[src/rtl/vga_timing_pkg.sv]
// Default 640x480@60 scan timing, shared flag bundle and window helper for the
// VGA timing generator.
package vga_timing_pkg;

    localparam int CNT_W = 10;

    localparam int DEF_H_ACTIVE = 640;
    localparam int DEF_H_FP     = 16;
    localparam int DEF_H_SYNC   = 96;
    localparam int DEF_H_BP     = 48;
    localparam int DEF_V_ACTIVE = 480;
    localparam int DEF_V_FP     = 10;
    localparam int DEF_V_SYNC   = 2;
    localparam int DEF_V_BP     = 33;

    localparam int DEF_H_TOTAL  = DEF_H_ACTIVE + DEF_H_FP + DEF_H_SYNC + DEF_H_BP;
    localparam int DEF_V_TOTAL  = DEF_V_ACTIVE + DEF_V_FP + DEF_V_SYNC + DEF_V_BP;

    localparam int DEF_HS_LO    = DEF_H_ACTIVE + DEF_H_FP;
    localparam int DEF_HS_HI    = DEF_HS_LO + DEF_H_SYNC - 1;
    localparam int DEF_VS_LO    = DEF_V_ACTIVE + DEF_V_FP;
    localparam int DEF_VS_HI    = DEF_VS_LO + DEF_V_SYNC - 1;

    localparam int DEF_COL_W    = 6;

    // Polarity-free flags: hs/vs mean "inside the sync window".
    typedef struct packed {
        logic hs;
        logic vs;
        logic active;
        logic first;
    } scan_flags_t;

    function automatic logic in_window(input logic [CNT_W-1:0] pos, input int lo, input int hi);
        return (int'(pos) >= lo) && (int'(pos) <= hi);
    endfunction

endpackage

[src/rtl/vga_timing_gen_if.sv]
// Frame-buffer link: the timing generator requests a pixel position, the
// frame buffer returns its colour a fixed number of pixel strobes later.
interface vga_timing_gen_if #(parameter int COL_W = 6);

    // No back-pressure: counters change on every pix_en, and colour_in must
    // carry the colour for a position exactly FB_LAT pix_en cycles after it.
    logic [9:0]       counter_H;
    logic [9:0]       counter_V;
    logic [COL_W-1:0] colour_in;

    modport master (output counter_H, output counter_V, input colour_in);
    modport slave  (input counter_H, input counter_V, output colour_in);

endinterface

[src/rtl/vga_axis_counter.sv]
// One scan axis: counts 0..MAX on enable and pulses wrap on the MAX->0 step.
module vga_axis_counter
    import vga_timing_pkg::*;
#(
    parameter int MAX = DEF_H_TOTAL - 1
) (
    input  logic             clk,
    input  logic             rst_n,
    input  logic             en,
    output logic [CNT_W-1:0] count,
    output logic             wrap
);

    logic [CNT_W-1:0] count_q, count_d;

    always_comb begin
        wrap    = en && (count_q == CNT_W'(MAX));
        count_d = count_q;
        if (wrap) begin
            count_d = '0;
        end else if (en) begin
            count_d = count_q + CNT_W'(1);
        end
    end

    always_ff @(posedge clk or negedge rst_n) begin
        if (!rst_n) begin
            count_q <= '0;
        end else begin
            count_q <= count_d;
        end
    end

    assign count = count_q;

endmodule

[src/rtl/vga_timing_gen.sv]
// Pixel-scan timing generator: drives scan position to the frame buffer and
// re-aligns sync/active flags with the returned colour before the pins.
module vga_timing_gen
    import vga_timing_pkg::*;
#(
    parameter int H_ACTIVE = DEF_H_ACTIVE,
    parameter int H_FP     = DEF_H_FP,
    parameter int H_SYNC   = DEF_H_SYNC,
    parameter int H_BP     = DEF_H_BP,
    parameter int V_ACTIVE = DEF_V_ACTIVE,
    parameter int V_FP     = DEF_V_FP,
    parameter int V_SYNC   = DEF_V_SYNC,
    parameter int V_BP     = DEF_V_BP,
    parameter bit SYNC_POL = 1'b0,
    parameter int FB_LAT   = 1,
    parameter int COL_W    = DEF_COL_W
) (
    input  logic              clk,
    input  logic              rst_n,
    input  logic              pix_en,
    vga_timing_gen_if.master  fb,
    output logic              hsync,
    output logic              vsync,
    output logic [COL_W-1:0]  rgb_out,
    output logic              display_on,
    output logic              frame_start,
    output logic [7:0]        frame_count
);

    localparam int H_TOTAL = H_ACTIVE + H_FP + H_SYNC + H_BP;
    localparam int V_TOTAL = V_ACTIVE + V_FP + V_SYNC + V_BP;
    localparam int HS_LO   = H_ACTIVE + H_FP;
    localparam int HS_HI   = HS_LO + H_SYNC - 1;
    localparam int VS_LO   = V_ACTIVE + V_FP;
    localparam int VS_HI   = VS_LO + V_SYNC - 1;

    logic [CNT_W-1:0] h_cnt, v_cnt;
    logic             h_wrap, v_wrap;

    vga_axis_counter #(.MAX(H_TOTAL - 1)) u_h_cnt (
        .clk   (clk),
        .rst_n (rst_n),
        .en    (pix_en),
        .count (h_cnt),
        .wrap  (h_wrap)
    );

    vga_axis_counter #(.MAX(V_TOTAL - 1)) u_v_cnt (
        .clk   (clk),
        .rst_n (rst_n),
        .en    (h_wrap),
        .count (v_cnt),
        .wrap  (v_wrap)
    );

    assign fb.counter_H = h_cnt;
    assign fb.counter_V = v_cnt;

    scan_flags_t raw_flags, dly_flags;

    always_comb begin
        raw_flags.hs     = in_window(h_cnt, HS_LO, HS_HI);
        raw_flags.vs     = in_window(v_cnt, VS_LO, VS_HI);
        raw_flags.active = (int'(h_cnt) < H_ACTIVE) && (int'(v_cnt) < V_ACTIVE);
        raw_flags.first  = (h_cnt == '0) && (v_cnt == '0);
    end

    // Flags ride alongside the frame-buffer read so they meet colour_in.
    if (FB_LAT == 0) begin : g_no_dly
        assign dly_flags = raw_flags;
    end else begin : g_dly
        scan_flags_t stage_q [FB_LAT];
        scan_flags_t stage_d [FB_LAT];

        always_comb begin
            for (int i = 0; i < FB_LAT; i++) begin
                stage_d[i] = stage_q[i];
            end
            if (pix_en) begin
                stage_d[0] = raw_flags;
                for (int i = 1; i < FB_LAT; i++) begin
                    stage_d[i] = stage_q[i-1];
                end
            end
        end

        always_ff @(posedge clk or negedge rst_n) begin
            if (!rst_n) begin
                for (int i = 0; i < FB_LAT; i++) begin
                    stage_q[i] <= '0;
                end
            end else begin
                stage_q <= stage_d;
            end
        end

        assign dly_flags = stage_q[FB_LAT-1];
    end

    logic             hsync_q, hsync_d;
    logic             vsync_q, vsync_d;
    logic [COL_W-1:0] rgb_q, rgb_d;
    logic             display_on_q, display_on_d;
    logic             frame_start_q, frame_start_d;
    logic [7:0]       frame_count_q, frame_count_d;
    logic             seen_wrap_q, seen_wrap_d;

    // seen_wrap keeps the first frame after reset from being counted.
    always_comb begin
        hsync_d       = hsync_q;
        vsync_d       = vsync_q;
        rgb_d         = rgb_q;
        display_on_d  = display_on_q;
        frame_start_d = frame_start_q;
        frame_count_d = frame_count_q;
        seen_wrap_d   = seen_wrap_q | v_wrap;
        if (pix_en) begin
            hsync_d       = dly_flags.hs ? SYNC_POL : ~SYNC_POL;
            vsync_d       = dly_flags.vs ? SYNC_POL : ~SYNC_POL;
            rgb_d         = dly_flags.active ? fb.colour_in : '0;
            display_on_d  = dly_flags.active;
            frame_start_d = dly_flags.first;
            if (dly_flags.first && seen_wrap_q) begin
                frame_count_d = frame_count_q + 8'd1;
            end
        end
    end

    always_ff @(posedge clk or negedge rst_n) begin
        if (!rst_n) begin
            hsync_q       <= ~SYNC_POL;
            vsync_q       <= ~SYNC_POL;
            rgb_q         <= '0;
            display_on_q  <= 1'b0;
            frame_start_q <= 1'b0;
            frame_count_q <= '0;
            seen_wrap_q   <= 1'b0;
        end else begin
            hsync_q       <= hsync_d;
            vsync_q       <= vsync_d;
            rgb_q         <= rgb_d;
            display_on_q  <= display_on_d;
            frame_start_q <= frame_start_d;
            frame_count_q <= frame_count_d;
            seen_wrap_q   <= seen_wrap_d;
        end
    end

    assign hsync       = hsync_q;
    assign vsync       = vsync_q;
    assign rgb_out     = rgb_q;
    assign display_on  = display_on_q;
    assign frame_start = frame_start_q;
    assign frame_count = frame_count_q;

endmodule
[src/flat_wrapper.sv]
// flat-port wrapper written by rule: the top's interface ports become plain ports
module vga_timing_gen_flat import vga_timing_pkg::*;
#(
    parameter int H_ACTIVE = DEF_H_ACTIVE,
    parameter int H_FP     = DEF_H_FP,
    parameter int H_SYNC   = DEF_H_SYNC,
    parameter int H_BP     = DEF_H_BP,
    parameter int V_ACTIVE = DEF_V_ACTIVE,
    parameter int V_FP     = DEF_V_FP,
    parameter int V_SYNC   = DEF_V_SYNC,
    parameter int V_BP     = DEF_V_BP,
    parameter bit SYNC_POL = 1'b0,
    parameter int FB_LAT   = 1,
    parameter int COL_W    = DEF_COL_W
)
  (clk, rst_n, pix_en, hsync, vsync, rgb_out, display_on, frame_start, frame_count, fb_counter_H, fb_counter_V, fb_colour_in);
  vga_timing_gen_if #(.COL_W(COL_W)) fb_i ();
  input  logic clk;
  input  logic rst_n;
  input  logic pix_en;
  output logic hsync;
  output logic vsync;
  output logic [COL_W-1:0] rgb_out;
  output logic display_on;
  output logic frame_start;
  output logic [7:0] frame_count;
  output wire logic [$bits(fb_i.counter_H)-1:0] fb_counter_H;
  output wire logic [$bits(fb_i.counter_V)-1:0] fb_counter_V;
  input wire logic [$bits(fb_i.colour_in)-1:0] fb_colour_in;
  assign fb_counter_H = fb_i.counter_H;
  assign fb_counter_V = fb_i.counter_V;
  assign fb_i.colour_in = fb_colour_in;
  vga_timing_gen #(.H_ACTIVE(H_ACTIVE), .H_FP(H_FP), .H_SYNC(H_SYNC), .H_BP(H_BP), .V_ACTIVE(V_ACTIVE), .V_FP(V_FP), .V_SYNC(V_SYNC), .V_BP(V_BP), .SYNC_POL(SYNC_POL), .FB_LAT(FB_LAT), .COL_W(COL_W)) u_core (.clk(clk), .rst_n(rst_n), .pix_en(pix_en), .fb(fb_i), .hsync(hsync), .vsync(vsync), .rgb_out(rgb_out), .display_on(display_on), .frame_start(frame_start), .frame_count(frame_count));
endmodule
[config.mk]
export PLATFORM = sky130hd
export DESIGN_NAME = vga_timing_gen_flat
export DESIGN_NICKNAME = d
export VERILOG_FILES = /design/src/rtl/vga_timing_pkg.sv /design/src/rtl/vga_timing_gen_if.sv /design/src/rtl/vga_axis_counter.sv /design/src/rtl/vga_timing_gen.sv /design/src/flat_wrapper.sv
export SDC_FILE = /design/constraint.sdc
export NUM_CORES = 1
export LEC_CHECK = 0
export ABC_CLOCK_PERIOD_IN_PS = 2510
export BUFFER_PORTS_ARGS = -buffer_cell sky130_fd_sc_hd__buf_2
export CORE_AREA = 2 2 65 79
export CTS_CLUSTER_DIAMETER = 40
export CTS_CLUSTER_SIZE = 25
export DETAILED_ROUTE_END_ITERATION = 8
export DIE_AREA = 0 0 67 81
export PLACE_DENSITY = 0.67
export SLEW_MARGIN = 15
export SYNTH_ARGS = -nofsm -noshare
export SYNTH_HDL_FRONTEND = slang
export SYNTH_HIERARCHICAL = 1
export SYNTH_SLANG_ARGS = --single-unit
[constraint.sdc]
create_clock -name clk -period 2.51 [get_ports clk]
set_input_delay 0.753 -clock clk [delete_from_list [all_inputs] [get_ports clk]]
set_output_delay 0.753 -clock clk [all_outputs]
set_load 0.02 [all_outputs]
After elaboration in Yosys (flattened, before gate mapping)
Index checks and enable logic that the tools add are counted.
{"block": "op_classes", "multipliers": 0, "add_sub_neg": 3, "order_cmp": 6, "muxes": 7, "n_eq_ne": 2, "n_reduce_logical": 12, "n_bitwise": 1, "div_mod_pow": 0, "n_shift": 0}
{"operator": "two-way mux 10 bit", "n": 4}
{"operator": "adder 10 x 1 -> 10 bit (second input constant)", "n": 2}
{"operator": "== test 10 bit (second input constant)", "n": 2}
{"operator": "zero test 10 bit", "n": 2}
{"operator": "greater-or-equal comparator 10 bit (second input constant)", "n": 1}
{"operator": "greater-or-equal comparator 10 x 9 -> 1 bit (second input constant)", "n": 1}
{"operator": "less-or-equal comparator 10 bit (second input constant)", "n": 1}
{"operator": "less-or-equal comparator 10 x 9 -> 1 bit (second input constant)", "n": 1}
{"operator": "less-than comparator 10 bit (second input constant)", "n": 1}
{"operator": "less-than comparator 10 x 9 -> 1 bit (second input constant)", "n": 1}
{"operator": "adder 8 x 1 -> 8 bit (second input constant)", "n": 1}
{"operator": "logical AND 1 bit", "n": 7}
{"operator": "two-way mux 6 bit", "n": 1}
{"operator": "nonzero test 2 bit", "n": 2}
{"operator": "two-way mux 1 bit", "n": 2}
{"operator": "AND reduction 2 bit", "n": 1}
{"operator": "OR 1 bit", "n": 1}
{"block": "totals", "ramBits": 0, "in_bits": 9, "register_bits": 43, "latchBits": 0, "n_memories": 0, "romBits": 0}

Logic depth before layout (Yosys ltp)
{"block": "logic_depth", "depth_word": 4, "ltp_mapped": 8}

By module
The synthesis kept the hierarchy.
{"module": "vga_timing_gen", "cells_per_inst": 93, "area_per_inst_um2": 1053.5, "instances": 1}
{"module": "vga_axis_counter at u_core.u_v_cnt", "cells_per_inst": 53, "area_per_inst_um2": 499.2, "instances": 1}
{"module": "vga_axis_counter at u_core.u_h_cnt", "cells_per_inst": 49, "area_per_inst_um2": 496.7, "instances": 1}

Worst setup path before layout
Ideal clock, no wire load.
{"block": "synth_timing", "path_kind": "input to register", "start": "input port pix_en", "end": "register u_core.u_v_cnt.count_q[7], in the netlist u_core/u_v_cnt/count[7]", "stages": 7, "arrival_ps": 2005, "setup_ps": 132, "required_ps": 2378, "path_slack_ps": 372, "path_buffers": 1, "path_cell_list": "nand4_1 nor4_1 clkbuf_2 nand3_1 nor2_1 nand4_1 xnor2_1"}
{"block": "synth_between", "elab_chain_cells": 3, "elab_cells_between_ends": 4, "classes_between": "mux (1); reduce/logical (3)"}
{"item": "start: declaration", "line": "flat_wrapper.sv:20", "text": "input logic pix_en;"}
{"item": "logical AND 1 bit *", "line": "vga_axis_counter.sv:17", "text": "wrap = en && (count_q == CNT_W'(MAX));"}
{"item": "net u_core.h_wrap", "line": "vga_timing_gen.sv:38", "text": "logic h_wrap, v_wrap;"}
{"item": "logical AND 1 bit", "line": "vga_axis_counter.sv:17"}
{"item": "two-way mux 10 bit or nonzero test 2 bit (tied branches)"}
{"item": "end signal: assignment", "line": "vga_axis_counter.sv:30", "text": "count_q <= count_d;"}
{"item": "end: declaration", "line": "vga_axis_counter.sv:14", "text": "logic [CNT_W-1:0] count_q, count_d;"}
Mark *: on every way through the listed nets, which the timed path passes. The rest lies on a longest branch.
A chain may end at the register's enable or synchronous reset.

Worst setup path in the final report
{"block": "layout_timing", "start": "register u_core.u_h_cnt.count_q[7], in the netlist u_core/u_h_cnt/count[7]", "end": "register u_core.u_v_cnt.count_q[7], in the netlist u_core/u_v_cnt/count[7]"}
{"block": "layout_between", "elab_chain_cells": 4, "elab_cells_between_ends": 5, "classes_between": "eq/ne (1); mux (1); reduce/logical (3)"}
{"item": "start: declaration", "line": "vga_axis_counter.sv:14"}
{"item": "start signal: assignment", "line": "vga_axis_counter.sv:30"}
{"item": "== test 10 bit *", "line": "vga_axis_counter.sv:17"}
{"item": "logical AND 1 bit *", "line": "vga_axis_counter.sv:17"}
{"item": "net u_core.h_wrap", "line": "vga_timing_gen.sv:38"}
{"item": "logical AND 1 bit", "line": "vga_axis_counter.sv:17"}
{"item": "two-way mux 10 bit or nonzero test 2 bit (tied branches)"}
Marked as above.

==> run metrics <==
outcome finished clean; EDFF count, synth 0; pin count of the biggest net entering global routing 44; sequential cell fraction of total power 49.2%; number of clock sinks 43; fraction of layout cells with a size suffix above 1 29.44%; routability cong. 0.7932; f_max 0.4651 GHz; vias in the first global route 1519; global-route wire length before repair 6.913 mm; final hold vios 0; # DRC 0; DR iter-0 viols 88; largest cells by area after synthesis dfrtp_1, xor2_1, xnor2_1; hpwl dp 2.846 mm; Period Utilization, post-route 85.65%; Startpoint Class flip-flop; start of the worst register-to-register path u_core/u_h_cnt/count[7]$_DFFE_PN0P_; post-synth top area cell dfrtp_1; antenna violations before repair 0; Crit Path Class reg2reg; fin. max-slew vios 0; post-synthesis sequential area ratio 52.63%; Buffers on Ports 46; Ys Warns 6; Fillers 472; count leader, synth dfrtp_1; CP Cell Sequence or3b_4 -> nor4_1 -> nand3_1 -> nor2_1 -> nand4_1 -> xnor2_1; max incr delay on CP 480 ps; worst clock skew 5.468 ps; total of max-cap violations 0; Diodes inserted 0; Overall Power 1.715 mW; Critical Path AT 2320 ps; worst r2r dst u_core/u_v_cnt/count[7]$_DFFE_PN0P_; Cell Rows 28; drt total wl 4.162 mm; Synth Register Bits 43; via/cell ratio 5.218; crit path max fanout 9; crit path to u_core/u_v_cnt/count[7]$_DFFE_PN0P_; Setup violations, final 0; RSZ-0062 raised after global routing false; FFs w/ async S/R, synth 100.0%; num ports 47; DR pass1 iterations 4; die area 0.005427 mm^2; nets 260; Overflow after GRT 0; measured slew at the worst slew-check pin 599.0 ps; Max VDD drop 0.0004695 V; Power Density 692.1 mW/mm^2; register area 0.001079 mm^2; Post-DRT Antenna Nets 0; Slew HR 59.70%; top cells by count, synth dfrtp_1, nand2_1, inv_1; switching share of power 30.58%; initial core utilization 43.01%; final setup TNS 0 ps; Die Ht 81 um; root buffer cell clkbuf_8; share of the synthesized area in the top cell type 50.06%; combinational power share 18.5%; total CTS buffers 5; synthesis-to-layout area growth 20.88%; Reg2Reg Depth 6; WP data required 2680 ps; Total GRT Usage 17.11%; die width 67 um; Multi-input gate area 885.9 um^2; Mean Syn Cell Area 10.51 um^2; Int Pwr 1.190 mW; Worst-path clk slew 80 ps; CP max-delay cell dfrtp_1; Unique masters post-synth 38; worst reg2reg setup slack 360 ps; clock network power share 32.3%; leakage 1.200 nW; post-cts resize count 0; via count 1607; syn nets 208; min cycle time layout 2150 ps; clock latency at the later pin of the worst-skew pair 290 ps; Core Area 0.004765 mm^2; Mapped Cells 195; hold_buf cts 0; Hold/Removal Path Class reg2reg; Post-Syn Area 0.002049 mm^2; endpoint class of the critical path flip-flop; Crit. Startpoint u_core/u_h_cnt/count[7]$_DFFE_PN0P_; WL per Instance 13.51 um; CTS H-tree depth 2; CTS tree yes; top_reg_cell synth dfrtp_1; Sw Pwr 0.5243 mW; Post-CTS Setup Bufs 0; Max clock buf depth 2
## sequential cells by signal, summed over array words and instances, names as in the netlist, 4 cells and up
register,count
u_core/dly_flags,4
u_core/frame_count,8
u_core/rgb_out,6
u_core/u_h_cnt/count,10
u_core/u_v_cnt/count,10
## power by group through the flow
| stage | combinational (mW) | sequential (mW) | clock, mW |
|---|---|---|---|
| 2_1_floorplan | 0.150 | 0.897 | 0 |
| 3_3_place_gp | 0.313 | 0.860 | 0 |
| 3_5_place_dp | 0.317 | 0.857 | 0 |
| 4_1_cts | 0.319 | 0.844 | 0.571 |
| 5_1_grt | 0.349 | 0.857 | 0.599 |
| 6_report | 0.316 | 0.844 | 0.554 |
## worst max-delay path: cells and delay by family, from the launching register on
kind,cells,cell delay [ps]
and+or+nand+nor,5,1370
DFF,1,480
xor gates and xnor gates,1,170
## through the flow
step | util [%] | setup WS (ps) | instance area (um^2) | cells | hold WS, ps
4_1_cts | 52.00 | 393.7 | 2477 | 308 | 469.2
3_3_place_gp | 49.53 | 277.9 | 2360 | 300 | 450.9
2_1_floorplan | - | 372.4 | 2049 | 195 | 457.4
6_report | 52.00 | 360.1 | 2477 | 308 | 465.7
3_5_place_dp | 49.53 | 230.7 | 2360 | 300 | 458.3
5_1_grt | 52.00 | 220.8 | 2477 | 308 | 511.9
## layout make-up
class	instances	share of cell area (%)
Sequential cell	43	43.54
Multi-Input combinational cell	132	35.76
Timing Repair Buffer	51	10.81
Clock buffer	6	3.333
Tap cell	60	3.030
Inverter	14	2.121
Clock inverter	2	1.414
## cells by family after synthesis
group / after synthesis / synth area share [%]
xor+xnor: 18 / 7.692
simple gates: 79 / 22.16
buf+inv: 20 / 4.151
compound gates: 24 / 7.204
mux: 7 / 3.724
fa+ha+maj: 4 / 2.442
flops: 43 / 52.62
## worst min path at each step
stage | from | depth (start not counted) | slack (ps) | to
after global routing | u_core/frame_count[7]$_DFFE_PN0P_ | 1 | 510 | u_core/frame_count[7]$_DFFE_PN0P_
after global placement | u_core/frame_count[7]$_DFFE_PN0P_ | 1 | 450 | u_core/frame_count[7]$_DFFE_PN0P_
after CTS | u_core/frame_count[7]$_DFFE_PN0P_ | 1 | 470 | u_core/frame_count[7]$_DFFE_PN0P_
after floorplan | rst_n | 0 | 460 | u_core/display_on$_DFFE_PN0P_
after detailed placement | u_core/frame_count[7]$_DFFE_PN0P_ | 1 | 460 | u_core/frame_count[7]$_DFFE_PN0P_
final | u_core/frame_count[7]$_DFFE_PN0P_ | 1 | 470 | u_core/frame_count[7]$_DFFE_PN0P_
## routing by layer
layer	global-route usage [%]	vias to the layer above	wire (um)	share of wire (%)
met5	0	-	0	0
met4	8.571	0	103	2.5
met3	4.294	7	207	5.0
met2	27.72	48	1967	47
met1	21.02	763	1884	45
li1	-	789	-	-
## placed cells by master, fill, tap and decap left out, types with 6 or more instances in the layout
master / Yosys / layout
buf_2: 1 / 46
clkbuf_8: 0 / 6
dfrtp_1: 41 / 41
inv_1: 14 / 14
nand2_1: 17 / 17
nand3_1: 10 / 10
nand4_1: 10 / 10
nor2_1: 10 / 10
nor3_1: 10 / 10
o21ai_0: 13 / 13
xnor2_1: 8 / 8
xor2_1: 10 / 10
(Power assumes the default switching activity.)
